$ cat src/rtl/p4_router_pkg.sv
// Shared types and constants for the p4_router extern-facing blocks.
package p4_router_pkg;

  localparam int UE_RESP_ERR_BIT     = 0;
  localparam int UE_IN_DATA_BITS_DEF = 16;

  // FIFO entries are stored with this layout: err in the MSB, data below.
  typedef struct packed {
    logic                           err;
    logic [UE_IN_DATA_BITS_DEF-1:0] data;
  } user_extern_resp_t;

  function automatic int bytes_of(input int bits);
    return (bits + 7) / 8;
  endfunction

endpackage

$ cat src/rtl/user_extern_resp_fifo.sv
// First-word-fall-through sync FIFO whose head sits in an output register.
// A push into an empty FIFO is visible on o_vld the next cycle.
module user_extern_resp_fifo #(
  parameter int W     = 17,
  parameter int DEPTH = 4
) (
  input  logic         clk,
  input  logic         rst_n,
  input  logic         i_push_vld,
  input  logic [W-1:0] i_push_dat,
  output logic         o_vld,
  output logic [W-1:0] o_dat,
  input  logic         i_rdy
);
  localparam int AW = (DEPTH > 1) ? $clog2(DEPTH) : 1;

  logic [W-1:0]  r_mem [DEPTH];
  logic [AW-1:0] r_wr_ptr;
  logic [AW-1:0] r_rd_ptr;
  logic [AW:0]   r_count;
  logic          r_vld;
  logic [W-1:0]  r_dat;

  logic w_out_free;
  logic w_mem_empty;
  logic w_mem_pop;
  logic w_mem_push;

  assign w_out_free  = !r_vld || i_rdy;
  assign w_mem_empty = (r_count == '0);
  assign w_mem_pop   = w_out_free && !w_mem_empty;
  // Bypass the storage when the output register is free and nothing is queued.
  assign w_mem_push  = i_push_vld && !(w_out_free && w_mem_empty);

  always_ff @(posedge clk or negedge rst_n) begin
    if (!rst_n) begin
      r_vld    <= 1'b0;
      r_dat    <= '0;
      r_wr_ptr <= '0;
      r_rd_ptr <= '0;
      r_count  <= '0;
    end else begin
      if (w_out_free) begin
        if (!w_mem_empty) begin
          r_vld <= 1'b1;
          r_dat <= r_mem[r_rd_ptr];
        end else if (i_push_vld) begin
          r_vld <= 1'b1;
          r_dat <= i_push_dat;
        end else begin
          r_vld <= 1'b0;
        end
      end
      if (w_mem_push) r_wr_ptr <= r_wr_ptr + 1'b1;
      if (w_mem_pop)  r_rd_ptr <= r_rd_ptr + 1'b1;
      r_count <= r_count + (AW+1)'(w_mem_push) - (AW+1)'(w_mem_pop);
    end
  end

  always_ff @(posedge clk) begin
    if (w_mem_push) r_mem[r_wr_ptr] <= i_push_dat;
  end

  assign o_vld = r_vld;
  assign o_dat = r_dat;

endmodule

$ cat src/rtl/user_extern_initiator.sv
// Initiator bridge: AXIS requests -> user-extern strobe, in-order extern replies -> AXIS.
// Credit-limited so the unstallable reply path never overflows; a watchdog fills in lost replies.
module user_extern_initiator
  import p4_router_pkg::*;
#(
  parameter int UE_OUT_DATA_BITS = 160,
  parameter int UE_IN_DATA_BITS  = 16,
  parameter int MAX_OUTSTANDING  = 4,
  parameter int TIMEOUT_CYCLES   = 1024,
  localparam int REQ_BYTES  = bytes_of(UE_OUT_DATA_BITS),
  localparam int RESP_BYTES = bytes_of(UE_IN_DATA_BITS),
  localparam int CW         = $clog2(MAX_OUTSTANDING) + 1,
  localparam int WDW        = $clog2(TIMEOUT_CYCLES)
) (
  input  logic                        clk,
  input  logic                        aresetn,
  input  logic                        req_tvalid,
  output logic                        req_tready,
  input  logic [REQ_BYTES*8-1:0]      req_tdata,
  input  logic [REQ_BYTES-1:0]        req_tkeep,
  input  logic                        req_tlast,
  output logic                        resp_tvalid,
  input  logic                        resp_tready,
  output logic [RESP_BYTES*8-1:0]     resp_tdata,
  output logic [RESP_BYTES-1:0]       resp_tkeep,
  output logic                        resp_tlast,
  output logic [0:0]                  resp_tuser,
  output logic [UE_OUT_DATA_BITS-1:0] user_extern_data_out,
  output logic                        user_extern_valid_out,
  input  logic [UE_IN_DATA_BITS-1:0]  user_extern_data_in,
  input  logic                        user_extern_valid_in,
  output logic [CW-1:0]               outstanding,
  output logic                        timeout_event,
  output logic                        unexpected_resp_event
);
  logic [CW-1:0]               r_credits;
  logic [CW-1:0]               r_pending;
  logic [WDW-1:0]              r_wd;
  logic                        r_valid_out;
  logic [UE_OUT_DATA_BITS-1:0] r_data_out;

  logic                     w_issue;
  logic                     w_pend_nz;
  logic                     w_capture;
  logic                     w_timeout;
  logic                     w_resp_hs;
  logic                     w_push_vld;
  logic [UE_IN_DATA_BITS:0] w_push_dat;
  logic                     w_fifo_vld;
  logic [UE_IN_DATA_BITS:0] w_fifo_dat;
  logic                     w_unused_req;

  assign req_tready = (r_credits < CW'(MAX_OUTSTANDING));
  assign w_issue    = req_tvalid && req_tready;
  assign w_pend_nz  = (r_pending != '0);
  assign w_capture  = user_extern_valid_in && w_pend_nz;
  // A real reply in the expiry cycle wins over the synthesized error.
  assign w_timeout  = w_pend_nz && !user_extern_valid_in && (r_wd == WDW'(TIMEOUT_CYCLES - 1));
  assign w_resp_hs  = w_fifo_vld && resp_tready;

  assign w_push_vld = w_capture || w_timeout;
  assign w_push_dat = w_timeout ? {1'b1, {UE_IN_DATA_BITS{1'b0}}} : {1'b0, user_extern_data_in};

  user_extern_resp_fifo #(
    .W     (UE_IN_DATA_BITS + 1),
    .DEPTH (MAX_OUTSTANDING)
  ) u_resp_fifo (
    .clk        (clk),
    .rst_n      (aresetn),
    .i_push_vld (w_push_vld),
    .i_push_dat (w_push_dat),
    .o_vld      (w_fifo_vld),
    .o_dat      (w_fifo_dat),
    .i_rdy      (resp_tready)
  );

  always_ff @(posedge clk or negedge aresetn) begin
    if (!aresetn) begin
      r_credits   <= '0;
      r_pending   <= '0;
      r_wd        <= '0;
      r_valid_out <= 1'b0;
      r_data_out  <= '0;
    end else begin
      r_credits   <= r_credits + CW'(w_issue) - CW'(w_resp_hs);
      r_pending   <= r_pending + CW'(w_issue) - CW'(w_push_vld);
      r_valid_out <= w_issue;
      if (w_issue) r_data_out <= req_tdata[UE_OUT_DATA_BITS-1:0];
      if (w_push_vld || (w_issue && !w_pend_nz)) r_wd <= '0;
      else if (w_pend_nz)                         r_wd <= r_wd + 1'b1;
    end
  end

  always_comb begin
    resp_tuser                  = '0;
    resp_tuser[UE_RESP_ERR_BIT] = w_fifo_dat[UE_IN_DATA_BITS];
  end

  assign resp_tvalid           = w_fifo_vld;
  assign resp_tdata            = (RESP_BYTES*8)'(w_fifo_dat[UE_IN_DATA_BITS-1:0]);
  assign resp_tkeep            = '1;
  assign resp_tlast            = 1'b1;
  assign user_extern_data_out  = r_data_out;
  assign user_extern_valid_out = r_valid_out;
  assign outstanding           = r_credits;
  assign timeout_event         = w_timeout;
  assign unexpected_resp_event = user_extern_valid_in && !w_pend_nz;

  // Every beat is a whole request, so framing sidebands carry no information.
  assign w_unused_req = ^{req_tkeep, req_tlast, req_tdata};

endmodule
$ cat config.mk
export PLATFORM = sky130hd
export DESIGN_NAME = user_extern_initiator
export DESIGN_NICKNAME = d
export VERILOG_FILES = /design/src/rtl/p4_router_pkg.sv /design/src/rtl/user_extern_resp_fifo.sv /design/src/rtl/user_extern_initiator.sv
export SDC_FILE = /design/constraint.sdc
export NUM_CORES = 1
export LEC_CHECK = 0
export ABC_AREA = 0
export BUFFER_PORTS_ARGS = -buffer_cell sky130_fd_sc_hd__buf_2
export CORE_AREA = 2 2 150 152
export CTS_BUF_LIST = sky130_fd_sc_hd__clkbuf_4 sky130_fd_sc_hd__clkbuf_8 sky130_fd_sc_hd__clkbuf_16
export CTS_CLUSTER_SIZE = 24
export DETAILED_ROUTE_END_ITERATION = 10
export DIE_AREA = 0 0 152 154
export GPL_TIMING_DRIVEN = 0
export PLACE_DENSITY = 0.8
export SYNTH_ARGS = -nofsm -noshare
export SYNTH_HDL_FRONTEND = slang
export SYNTH_HIERARCHICAL = 1
export SYNTH_SLANG_ARGS = --single-unit
$ cat constraint.sdc
create_clock -name clk -period 9.7 [get_ports clk]
set_input_delay 1.94 -clock clk [delete_from_list [all_inputs] [get_ports clk]]
set_output_delay 1.94 -clock clk [all_outputs]
set_load 0.01 [all_outputs]
Word-level counts from Yosys, hierarchy flattened. Memory sizes are Yosys's and may differ from the RTL's. Cells that the tools add are included.

Memories: 1. Logic and storage cells: 54. Input port bits: 202. Output and inout port bits: 188. Memory bits (writable): 68. Bits in registers: 202.

Add/sub/neg operators: 9. Reductions and logical operators: 22. Equality and inequality tests: 2. Muxes and demuxes: 9. Magnitude comparators: 1.

Memories: u_resp_fifo.r_mem (words 4, bits a word 17, read ports 1, clocked after memory_dff 0, wr ports 1, RTL line user_extern_resp_fifo.sv:17) `logic [W-1:0] r_mem [DEPTH];`.

Operators with widths (number): $mux 17 (3); $mux 10 (2); $add 10x1->10 const B (1); $eq 10x10->1 const B (1); $logic_and 1x1->1 (10); $add 3x1->3 (3); $sub 3x1->3 (3); $logic_not 1->1 (5); $add 2x1->2 const B (2); $mux 1 (4); $logic_not 3->1 (1); $logic_or 1x1->1 (3); $lt 3x3->1 const B (1); $reduce_bool 3->1 (1); $ne 2x1->1 const B (1); $reduce_and 2->1 (1); $reduce_bool 2->1 (1).

Depth between registers and ports, before layout. Gate-level depths: netlist of the first run.

Depth in word-level cells: 7. Depth in mapped cells: 13. Mapped depth without buffers: 10.

Cells and area by module. Netlist of the first run, hierarchy kept.

By module, submodules not included: user_extern_initiator (sequential area each 4429.2 um2, instances 1, area each 7015.5 um2, cells an instance 779); user_extern_resp_fifo (sequential area each 2667.6 um2, instances 1, area each 3674.8 um2, cells an instance 202).

Least setup slack after synthesis of the first run. No wires, ideal clock.

Path kind: input to output. From: in user_extern_valid_in. To: out timeout_event. Arrival time: 2.749 ns. Stages on the path: 3. Buffers on the path: 1. Slack: 5.011 ns. Data required time: 7.760 ns. Cells stage by stage: nand3b_1 > nor4_4 > buf_2.

Word-level cells in the longest chain between the ends: 3.

RTL lines: start: declaration (RTL line user_extern_initiator.sv:31) `input logic user_extern_valid_in,`; $logic_not 1->1 (RTL line user_extern_initiator.sv:58) `assign w_timeout = w_pend_nz && !user_extern_valid_in && (r_wd == WDW'(TIMEOUT_CYCLES - 1));`; $logic_and 1x1->1 (2 in a row) (RTL line user_extern_initiator.sv:58); end: declaration (RTL line user_extern_initiator.sv:33) `output logic timeout_event,`.

No other way between the ends.

Worst setup path after layout of the first run. Ends and elaborated chain as after synthesis.

==> impl_metrics.tcl, run 1 <==
set metrics [dict create \
    status "finished, final reports clean" \
    criticalPathCategory "in -> out" \
    cp_data_required_time_ns 7.76 \
    ys_types 40 \
    dr.pass1.iters 5 \
    dp_hpwl_microns 21800 \
    area_delta_synth_final_pct 29.9 \
    layout-drive-gt1-share_pct 32.9 \
    crit_path_start_kind "input pin" \
    cts_buffer_depth 3 \
    avgSynthCellArea_sq_um 10.9 \
    synth_edf_count 68 \
    cpPeakStageDelay_ns 0.65 \
    synth_top_area_cell "dfrtp_1" \
    io_pins 390 \
    synthArstFlopShare_pct 74.8 \
    synth.most_common_cell "nand2_1" \
    fp-row-count 54 \
    synthTopCellsByCount "485 x nand2_1, 202 x dfrtp_1, 68 x edfxtp_1, 23 x clkbuf_1, 21 x nor2_1" \
    die-area_sq_um 23400 \
    worst_pin_slew_ns 0.924 \
    final_hold_viol_count 0 \
    post-route-min-period_ns 5.51 \
    final_area_sq_um 13900 \
    relSlewSlack_pct 38.4 \
    viasPerCell 4.96 \
    min_from "user_extern_data_out[147]$_DFFE_PN0P_" \
    clock_latency_ns 0.53 \
    cts_resized 0 \
    power.density_nw_per_um2 329 \
    ir_drop_uv 202 \
    fillers 1739 \
    track_usage_pct 25.2 \
    whs_endpoint "user_extern_data_out[147]$_DFFE_PN0P_" \
    synthCells 981 \
    hp-class "reg -> reg" \
    yosys_warnings 6 \
    hold_depth 2 \
    yosys.area.top_type_share_pct 47.3 \
    overflow 0 \
    cts_root_buf "clkbuf_16" \
    grt_max_degree 118 \
    place_congestion 0.892 \
    period_share_pct 56.8 \
    avgRoutedWirePerCell_microns 17.7 \
    cts_setup_buffers 0 \
    reg2reg_setup_slack_ns 5.56 \
    clock.fmax_ghz 0.182 \
    vias 8374 \
    setup_viol 0 \
    setup_tns_ns 0 \
    drt-total-wl_microns 29900 \
    yosysSeqAreaShare_pct 66.4 \
    synth_ff_type "dfrtp_1" \
    rr_endpoint "u_resp_fifo/r_count[2]$_DFF_PN0_" \
    grt_pass1_vias 8574 \
    r2r.worst_path.cells 13 \
    clkSlewWorstSetupHoldPaths_ns 0.06 \
    cp-end-kind "primary output" \
    antenna_found_initial 8 \
    synth_seq_cells 270 \
    cpMostUsedCell "buf_2" \
    placed_area_sq_um 12900 \
    crit_path_top_delay_cell "nor4_4" \
    portBuffers 365 \
    drcViolationCount 0 \
    crit_buf_inv 3 \
    p_leak_nw 7.24 \
    crit_chain "buf_2 -> nand3b_1 -> nor4_4 -> buf_2 -> buf_2" \
    die_h_microns 154 \
    critPathArrivalTime_ns 3.57 \
    syn-cell-area_sq_um 10700 \
    drt.antenna.violating_nets 0 \
    r2r_start "r_wd[0]$_DFFE_PN0P_" \
    crit_family "simple AND/OR/NAND/NOR gates" \
    die_w_microns 152 \
    grt_pass1_wl_microns 46700 \
    cp_max_fo 15 \
    placeableCoreArea_sq_um 21700 \
    htree_levels 1 \
    synth_area_leaders "dfrtp_1 47%, edfxtp_1 19%, nand2_1 17%, mux4_1 2.0%, mux4_2 1.9%" \
    cts_made_buffers 29 \
    cts_hold_buf 0 \
    drt_iter0_drc 536 \
    finalMaxSlewViolations 0 \
    numClockSinks 270 \
    nets 1595 \
    start_util_pct 49.3 \
    finClkSkew_ns 0.00757 \
    grt_setup_unrepaired "false" \
    cts_tree "yes" \
    maxCapViolCount 0 \
]
placed cells by master, fill, tap and decap left out, types with 7 or more instances in the layout:
master	Yosys	layout
clkinv_2	0	8
xor2_1	8	8
o2bb2ai_1	16	16
inv_1	12	12
clkbuf_4	0	8
mux4_2	9	9
xnor2_1	10	10
and2_1	7	7
nor2_2	11	11
a21oi_1	16	16
edfxtp_1	68	68
clkbuf_16	0	30
ha_1	10	10
buf_2	8	372
clkbuf_1	23	23
nand2_1	485	485
dfrtp_1	202	202
nor2_1	21	21
nor2b_1	17	17
buf_1	14	14
mux4_1	8	8
worst register-to-register path: stages (launching register included):
cell      delay [ns]
dfrtp_1         0.41
ha_1            0.22
o31ai_4         0.12
nor4_4          0.76
buf_2           0.45
a21o_2          0.24
and2_1          0.15
buf_2           0.21
clkbuf_1        0.44
nor2_1          0.13
ha_1            0.22
fa_1            0.38
xor2_1          0.16
xnor2_1         0.13
per-layer routing:
metal  vias to the layer above  GRT usage (%)  share of wire, %
li1                       3943              -                 -
met1                      3975           32.5                40
met2                       366           39.8                46
met3                        84           7.67               9.8
met4                         6           11.3               4.4
met5                         -              0              0.11
how the worst max path moves through the flow:
stage	from	endpoint	depth (start not counted)
floorplan	user_extern_valid_in	timeout_event	3
global placement	aresetn	u_resp_fifo/o_dat[12]$_DFFE_PN0P_	1
detailed placement	user_extern_valid_in	u_resp_fifo/r_count[2]$_DFF_PN0_	13
CTS	user_extern_valid_in	timeout_event	5
global route	user_extern_valid_in	timeout_event	5
finish	user_extern_valid_in	timeout_event	5
flip-flops by register name (all words and copies together), names as in the netlist:
name                   count
u_resp_fifo/r_rd_ptr       2
r_wd                      10
u_resp_fifo/r_wr_ptr       2
user_extern_data_out     160
u_resp_fifo/o_vld          1
outstanding                3
u_resp_fifo/r_count        3
u_resp_fifo/r_mem         68
u_resp_fifo/o_dat         17
user_extern_valid_out      1
r_pending                  3
layout make-up:
class | count | area [sq um] | area share [%]
Antenna cell | 5 | 12.5 | 0.0901
Clock buffer | 43 | 880 | 6.34
Clock inverter | 10 | 78.8 | 0.568
Sequential cell | 270 | 7100 | 51.1
Buffer | 52 | 243 | 1.75
Inverter | 13 | 48.8 | 0.351
Timing Repair Buffer | 366 | 1860 | 13.4
Tap cell | 280 | 350 | 2.52
Multi-Input combinational cell | 648 | 3310 | 23.8
cell families (layout without fill, tap and decap cells):
logic type | after synthesis | after routing | share of synthesized area (%)
simple gates | 556 | 556 | 20.8
mux | 20 | 20 | 4.17
compound gates | 38 | 38 | 2.65
fa+ha+maj | 13 | 13 | 1.73
other cells | 1 | 8 | 0.0351
buf+inv | 65 | 484 | 2.73
xor+xnor | 18 | 18 | 1.47
flops | 270 | 270 | 66.4
report_power, final:
part | switching [W] | leakage (nW) | internal [W] | total [W]
sequential | 0.000238 | 3.11 | 0.00163 | 0.00187
clock | 0.000438 | 0.492 | 0.000653 | 0.00109
combinational | 0.000985 | 3.64 | 0.000629 | 0.00161
stage by stage:
step	std cells	power [W]	hold slack, ns	setup WS, ns	util, %
after floorplan	983	0.00275	0.448	5.01	-
after global placement	1628	0.00343	0.453	3.27	59.4
after detailed placement	1629	0.00350	0.456	4.09	59.5
after CTS	1682	0.00461	0.471	4.13	64.0
after global routing	1685	0.00486	0.488	4.07	64.0
final	1687	0.00457	0.466	4.19	64.0
(Power assumes the default switching activity.)
==> run 2: changes to the inputs <==
ABC_AREA = 1   (was 0)
CORE_AREA = not set   (was 2 2 150 152)
CORE_ASPECT_RATIO = 1.25   (was not set)
CORE_MARGIN = 2   (was not set)
CORE_UTILIZATION = 50   (was not set)
DIE_AREA = not set   (was 0 0 152 154)
PLACE_DENSITY = 0.81   (was 0.8)
clock period = 5.4 ns   (was 9.7 ns; I/O delays follow)
==> run 2 against run 1 <==
Effect of this change:
- hold slack got worse by 0.14 ns
- register-to-register slack worse by 2.9 ns
- synthesized cell count is 23% higher
- non-clock buffer count increased by 7
- count of clock-buffer cells in the layout is 15 lower
- global-route usage grew 1.6 points
- die area is 0.28% higher
- wire length grew 7.0%
- synthesized area increased by 4.1%
- utilization rose by 1.3 points
- critical path depth up 1
- power grew 87%
- critical endpoint unchanged
==> impl_metrics.tcl, run 2 <==
set metrics [dict create \
    synthCells 1210 \
    dp_hpwl_microns 23400 \
    clkSlewWorstSetupHoldPaths_ns 0.07 \
    cts_setup_buffers 0 \
    relSlewSlack_pct 58.1 \
    nets 1826 \
    numClockSinks 270 \
    htree_levels 1 \
    p_leak_nw 7.92 \
    maxCapViolCount 0 \
    crit_path_top_delay_cell "nor3_1" \
    finClkSkew_ns 0.00882 \
    ys_types 29 \
    cp_max_fo 6 \
    p_clk_share_pct 23.2 \
    critPathArrivalTime_ns 2.22 \
    antenna_found_initial 4 \
    fin_cells 1915 \
    largest_reg_flops 160 \
    crit_path_start_kind "flip-flop" \
    synth_area_leaders "dfrtp_1 45%, nand2_1 23%, edfxtp_1 18%, nand3_1 2.3%, inv_1 1.9%" \
    layout-drive-gt1-share_pct 29.9 \
    placeableCoreArea_sq_um 22100 \
    io_pins 390 \
    viasPerCell 4.95 \
    p_int_w 0.00530 \
    finalMaxSlewViolations 0 \
    start_util_pct 50.5 \
    drt.antenna.violating_nets 0 \
    synth.most_common_cell "nand2_1" \
    sw_frac_of_total_pct 38.2 \
    power.density_nw_per_um2 595 \
    overflow 0 \
    netSwitchingPower_w 0.00327 \
    grt_max_degree 121 \
    yosys.area.top_type_share_pct 45.4 \
    combPwrFrac_pct 37.5 \
    fp-row-count 61 \
    portBuffers 365 \
    final_hold_viol_count 0 \
    drt_iter0_drc 643 \
    cts_buffer_depth 3 \
    cts_resized 0 \
    avgSynthCellArea_sq_um 9.20 \
    worst_pin_slew_ns 0.628 \
    synthArstFlopShare_pct 74.8 \
    place_congestion 0.900 \
    synth_top_area_cell "dfrtp_1" \
    clock_latency_ns 0.52 \
    synthTopCellsByCount "673 x nand2_1, 202 x dfrtp_1, 68 x edfxtp_1, 57 x inv_1, 51 x nand3_1" \
    cts_tree "yes" \
    grt_setup_unrepaired "false" \
    synth_ff_type "dfrtp_1" \
    grt_pass1_vias 9146 \
    synth_edf_count 68 \
    period_share_pct 61.1 \
    yosysSeqAreaShare_pct 63.8 \
    avgRoutedWirePerCell_microns 16.7 \
    area_delta_synth_final_pct 29.4 \
    clock.fmax_ghz 0.303 \
    die-area_sq_um 23500 \
    cp-end-kind "primary output" \
    criticalPathCategory "reg -> out" \
    track_usage_pct 26.8 \
    ir_drop_uv 353 \
    die_w_microns 137 \
    grt_pass1_wl_microns 48000 \
    vias 9477 \
    status "finished, final reports clean" \
    drcViolationCount 0 \
    die_h_microns 171 \
    dr.pass1.iters 5 \
    cts_made_buffers 26 \
    cpMostUsedCell "nand3_1" \
    crit_chain "ha_1 -> nand3_1 -> nor2_2 -> nand3_1 -> nor3_1 -> buf_2" \
    setup_viol 0 \
    layout_common_cells "673 x nand2_1, 389 x buf_2, 202 x dfrtp_1" \
    dp.cells 1866 \
    yosys_warnings 6 \
    hp-class "in -> async" \
    post-route-min-period_ns 3.30 \
    cts_root_buf "clkbuf_16" \
    final_util_pct 65.3 \
    drt-total-wl_microns 32000 \
    cpPeakStageDelay_ns 0.48 \
    cp_data_required_time_ns 4.32 \
    holdWs_ns 0.322 \
    synth_seq_cells 270 \
    final_common_cell "nand2_1" \
    pwr-share-seq_pct 39.2 \
    cts_hold_buf 0 \
    syn-cell-area_sq_um 11100 \
]
[run 2: changes by cell type after synthesis, moves of 8 or more]
cell and change:
mux4_2 -9, mux4_1 -8, nor2b_1 -17, buf_2 +17, clkbuf_1 -9, a21oi_1 -16
nor2_1 +21, nand3_1 +49, inv_1 +45, o2bb2ai_1 -16, nor2_2 -9, nand2_1 +188
buf_1 -14
[run 2: worst paths after layout]
check	startpoint	end	slack, ns	cells past startpoint
max	r_wd[0]$_DFFE_PN0P_	timeout_event	2.10	6
max reg2reg	outstanding[2]$_DFF_PN0_	outstanding[2]$_DFF_PN0_	2.67	10
min	aresetn	user_extern_data_out[66]$_DFFE_PN0P_	0.32	1
min reg2reg	user_extern_data_out[23]$_DFFE_PN0P_	user_extern_data_out[23]$_DFFE_PN0P_	0.46	2
max in group asynchronous	aresetn	user_extern_data_out[33]$_DFFE_PN0P_	3.95	3
min in group clk	user_extern_data_out[23]$_DFFE_PN0P_	user_extern_data_out[23]$_DFFE_PN0P_	0.46	2
[run 2: worst max-delay path: cells and delay by family, from the launching register on]
family / cells / cell delay [ns]
buffers and inverters: 1 / 0.24
and+or+nand+nor: 4 / 0.88
adders and majority gates: 1 / 0.20
DFF: 1 / 0.39
[run 2: metrics by stage]
stage                     worst slack (ns)  TNS, ns  power (W)  cell area, sq um
after global routing                  1.90        0    0.00914             14400
after global placement              -0.122   -19.31    0.00642             13300
after detailed placement              1.81        0    0.00659             13500
final                                 2.10        0    0.00857             14400
after CTS                             2.08        0    0.00861             14400
after floorplan                       2.54        0    0.00514             11100
[run 2: kinds of logic after synthesis]
family                     after synthesis  synth area share, %
and+or+nand+nor                        786                 28.0
DFF                                    270                 63.8
buffers and inverters                  118                 5.07
adders and majority gates               13                 1.66
AOI/OAI and AO/OA                       12                0.675
xor gates and xnor gates                10                0.787
other                                    1               0.0337
[run 2: metal layers]
metal	part of all wire, %	global-route usage, %	up-vias
met1	38	33.9	4427
met3	9.9	7.44	76
li1	-	-	4518
met2	49	44.5	448
met5	0.14	0	-
met4	2.8	8.83	8
[run 2: area by class of cell]
type | count | area [sq um]
inverter | 64 | 243
timing repair buffer | 371 | 1950
antenna | 1 | 2.50
buffer | 54 | 322
sequential | 270 | 7100
clock inverter | 20 | 260
fill | 1745 | 7660
clock buffer | 28 | 683
tap | 283 | 354
multi-input combinational | 824 | 3480
[run 2: power groups by stage]
stage | clock [W] | sequential (W) | combinational (W)
floorplan | 0 | 0.00365 | 0.00149
global placement | 0 | 0.00335 | 0.00307
detailed placement | 0 | 0.00337 | 0.00322
CTS | 0.00202 | 0.00336 | 0.00324
global route | 0.00211 | 0.00345 | 0.00358
finish | 0.00199 | 0.00336 | 0.00322
==> run 3: changes to the inputs <==
CORE_UTILIZATION = 45   (was 50)
PLACE_DENSITY = 0.77   (was 0.81)
clock period = 2.75 ns   (was 5.4 ns; I/O delays follow)
==> run 3 against run 2 <==
Effect of this change:
- non-clock buffer count fell by 2
- clock power increased by 87%
- sequential share of layout area fell by 0.085 points
- final cell count increased by 2.6%
- wire length shrank 2.2%
- hold slack lost 0.28 ns
- register-to-register slack worse by 2.4 ns
- sequential power rose by 95%
- critical path type unchanged
==> impl_metrics.tcl, run 3 (synthesized netlist as in run 2, its figures left out) <==
set metrics [dict create \
    drt_iter0_drc 548 \
    finClkSkew_ns 0.00956 \
    overflow 0 \
    antenna_found_initial 5 \
    dp_hpwl_microns 22800 \
    drt-total-wl_microns 31300 \
    power_w 0.0166 \
    rr_endpoint "u_resp_fifo/r_count[2]$_DFF_PN0_" \
    p_int_w 0.0102 \
    final_common_cell "nand2_1" \
    r2r_start "r_wd[0]$_DFFE_PN0P_" \
    avgRoutedWirePerCell_microns 15.9 \
    netSwitchingPower_w 0.00643 \
    cts_hold_buf 0 \
    htree_levels 1 \
    clock.fmax_ghz 0.393 \
    viasPerCell 4.70 \
    power.density_nw_per_um2 1150 \
    status "finished, final reports clean" \
    r2r.worst_path.cells 13 \
    die-area_sq_um 26000 \
    criticalPathCategory "reg -> out" \
    hp-class "in -> async" \
    layout_common_cells "672 x nand2_1, 389 x buf_2, 202 x dfrtp_1" \
    final_area_sq_um 14400 \
    io_pins 390 \
    setup_tns_ns 0 \
    grt_pass1_wl_microns 49100 \
    drcViolationCount 0 \
    clock_latency_ns 0.54 \
    finalMaxSlewViolations 0 \
    die_h_microns 180 \
    dr.pass1.iters 5 \
    grt_pass1_vias 9140 \
    relSlewSlack_pct 47.1 \
    fillers 2088 \
    p_leak_nw 7.90 \
    period_share_pct 92.4 \
    setup_viol 0 \
    clkSlewWorstSetupHoldPaths_ns 0.06 \
    p_clk_share_pct 22.4 \
    crit_path_start_kind "flip-flop" \
    fp-row-count 64 \
    final_hold_viol_count 0 \
    layout-drive-gt1-share_pct 30.1 \
    cts_setup_buffers 0 \
    critPathArrivalTime_ns 1.99 \
    post-route-min-period_ns 2.54 \
    cp_max_fo 6 \
    maxCapViolCount 0 \
    cts_tree "yes" \
    largest_reg_flops 160 \
    cp_data_required_time_ns 2.20 \
    nets 1826 \
    vias 9237 \
    reg2reg_setup_slack_ns 0.22 \
    numClockSinks 270 \
    placeableCoreArea_sq_um 24400 \
    grt_setup_unrepaired "false" \
    drt.antenna.violating_nets 0 \
    die_w_microns 145 \
    critical_path.endpoint "timeout_event" \
    sw_frac_of_total_pct 38.7 \
    grt_max_degree 105 \
    ir_drop_uv 783 \
    holdWs_ns 0.0465 \
    place_congestion 0.878 \
    final_util_pct 59.1 \
    cts_root_buf "clkbuf_16" \
    combPwrFrac_pct 38.1 \
    portBuffers 365 \
    cp-end-kind "primary output" \
    pwr-share-seq_pct 39.5 \
    area_delta_synth_final_pct 29.6 \
    start_util_pct 45.6 \
    cts_buffer_depth 3 \
    track_usage_pct 24.3 \
    worst_pin_slew_ns 0.793 \
    cts_made_buffers 28 \
    placed_area_sq_um 13500 \
    cp-startpoint "r_wd[0]$_DFFE_PN0P_" \
]
==> run 3: how the worst min path moves through the flow <==
| stage | to | slack (ns) | depth (start not counted) |
|---|---|---|---|
| after floorplan | outstanding[0]$_DFF_PN0_ | 0.25 | 0 |
| after global placement | user_extern_data_out[37]$_DFFE_PN0P_ | 0.45 | 2 |
| after detailed placement | user_extern_data_out[113]$_DFFE_PN0P_ | 0.45 | 2 |
| after CTS | user_extern_data_out[60]$_DFFE_PN0P_ | 0.07 | 1 |
| after global routing | u_resp_fifo/o_dat[15]$_DFFE_PN0P_ | 0.11 | 1 |
| final | user_extern_data_out[67]$_DFFE_PN0P_ | 0.05 | 1 |
==> run 3: cell type report <==
| class | count | area, sq um | area share [%] |
|---|---|---|---|
| tap | 330 | 413 | 2.86 |
| inverter | 64 | 243 | 1.68 |
| buffer | 53 | 322 | 2.23 |
| clock buffer | 35 | 783 | 5.43 |
| clock inverter | 17 | 130 | 0.902 |
| sequential | 270 | 7100 | 49.2 |
| multi-input combinational | 824 | 3510 | 24.3 |
| antenna | 1 | 2.50 | 0.0174 |
| timing repair buffer | 370 | 1920 | 13.3 |
==> run 3: timing repair <==
item                                    in CTS  in global routing
resized for setup                            1                  5
endpoints found under the setup margin       3                  2
endpoints found under the hold margin        0                  0
gates cloned                                 0                  0
==> run 3: routing by layer <==
| layer | share of wire [%] | wire length, microns | track usage, % |
|---|---|---|---|
| met1 | 38 | 11900 | 29.6 |
| met2 | 49 | 15400 | 40.6 |
| met3 | 8.4 | 2630 | 6.53 |
| met4 | 4.3 | 1350 | 10.1 |
| met5 | 0.17 | 54 | 0 |
==> run 3: critical path, cell delays in order, from the launching register on <==
cell	delay, ns
dfrtp_1	0.38
ha_2	0.21
nand3_1	0.12
nor2_2	0.16
nand3_1	0.14
nor3_4	0.26
buf_2	0.19
==> run 3: power groups by stage <==
stage	clock [W]	combinational (W)	sequential [W]
final	0.00372	0.00632	0.00655
after global routing	0.00396	0.00704	0.00675
after CTS	0.00380	0.00636	0.00655
after detailed placement	0	0.00636	0.00657
after global placement	0	0.00611	0.00654
after floorplan	0	0.00292	0.00717
==> run 3: metrics by stage <==
step | cells | setup WS [ns]
2_1_floorplan | 1212 | 0.402
3_3_place_gp | 1907 | -2.31
3_5_place_dp | 1912 | -0.280
4_1_cts | 1963 | 0.114
5_1_grt | 1964 | 0.00248
6_report | 1964 | 0.208
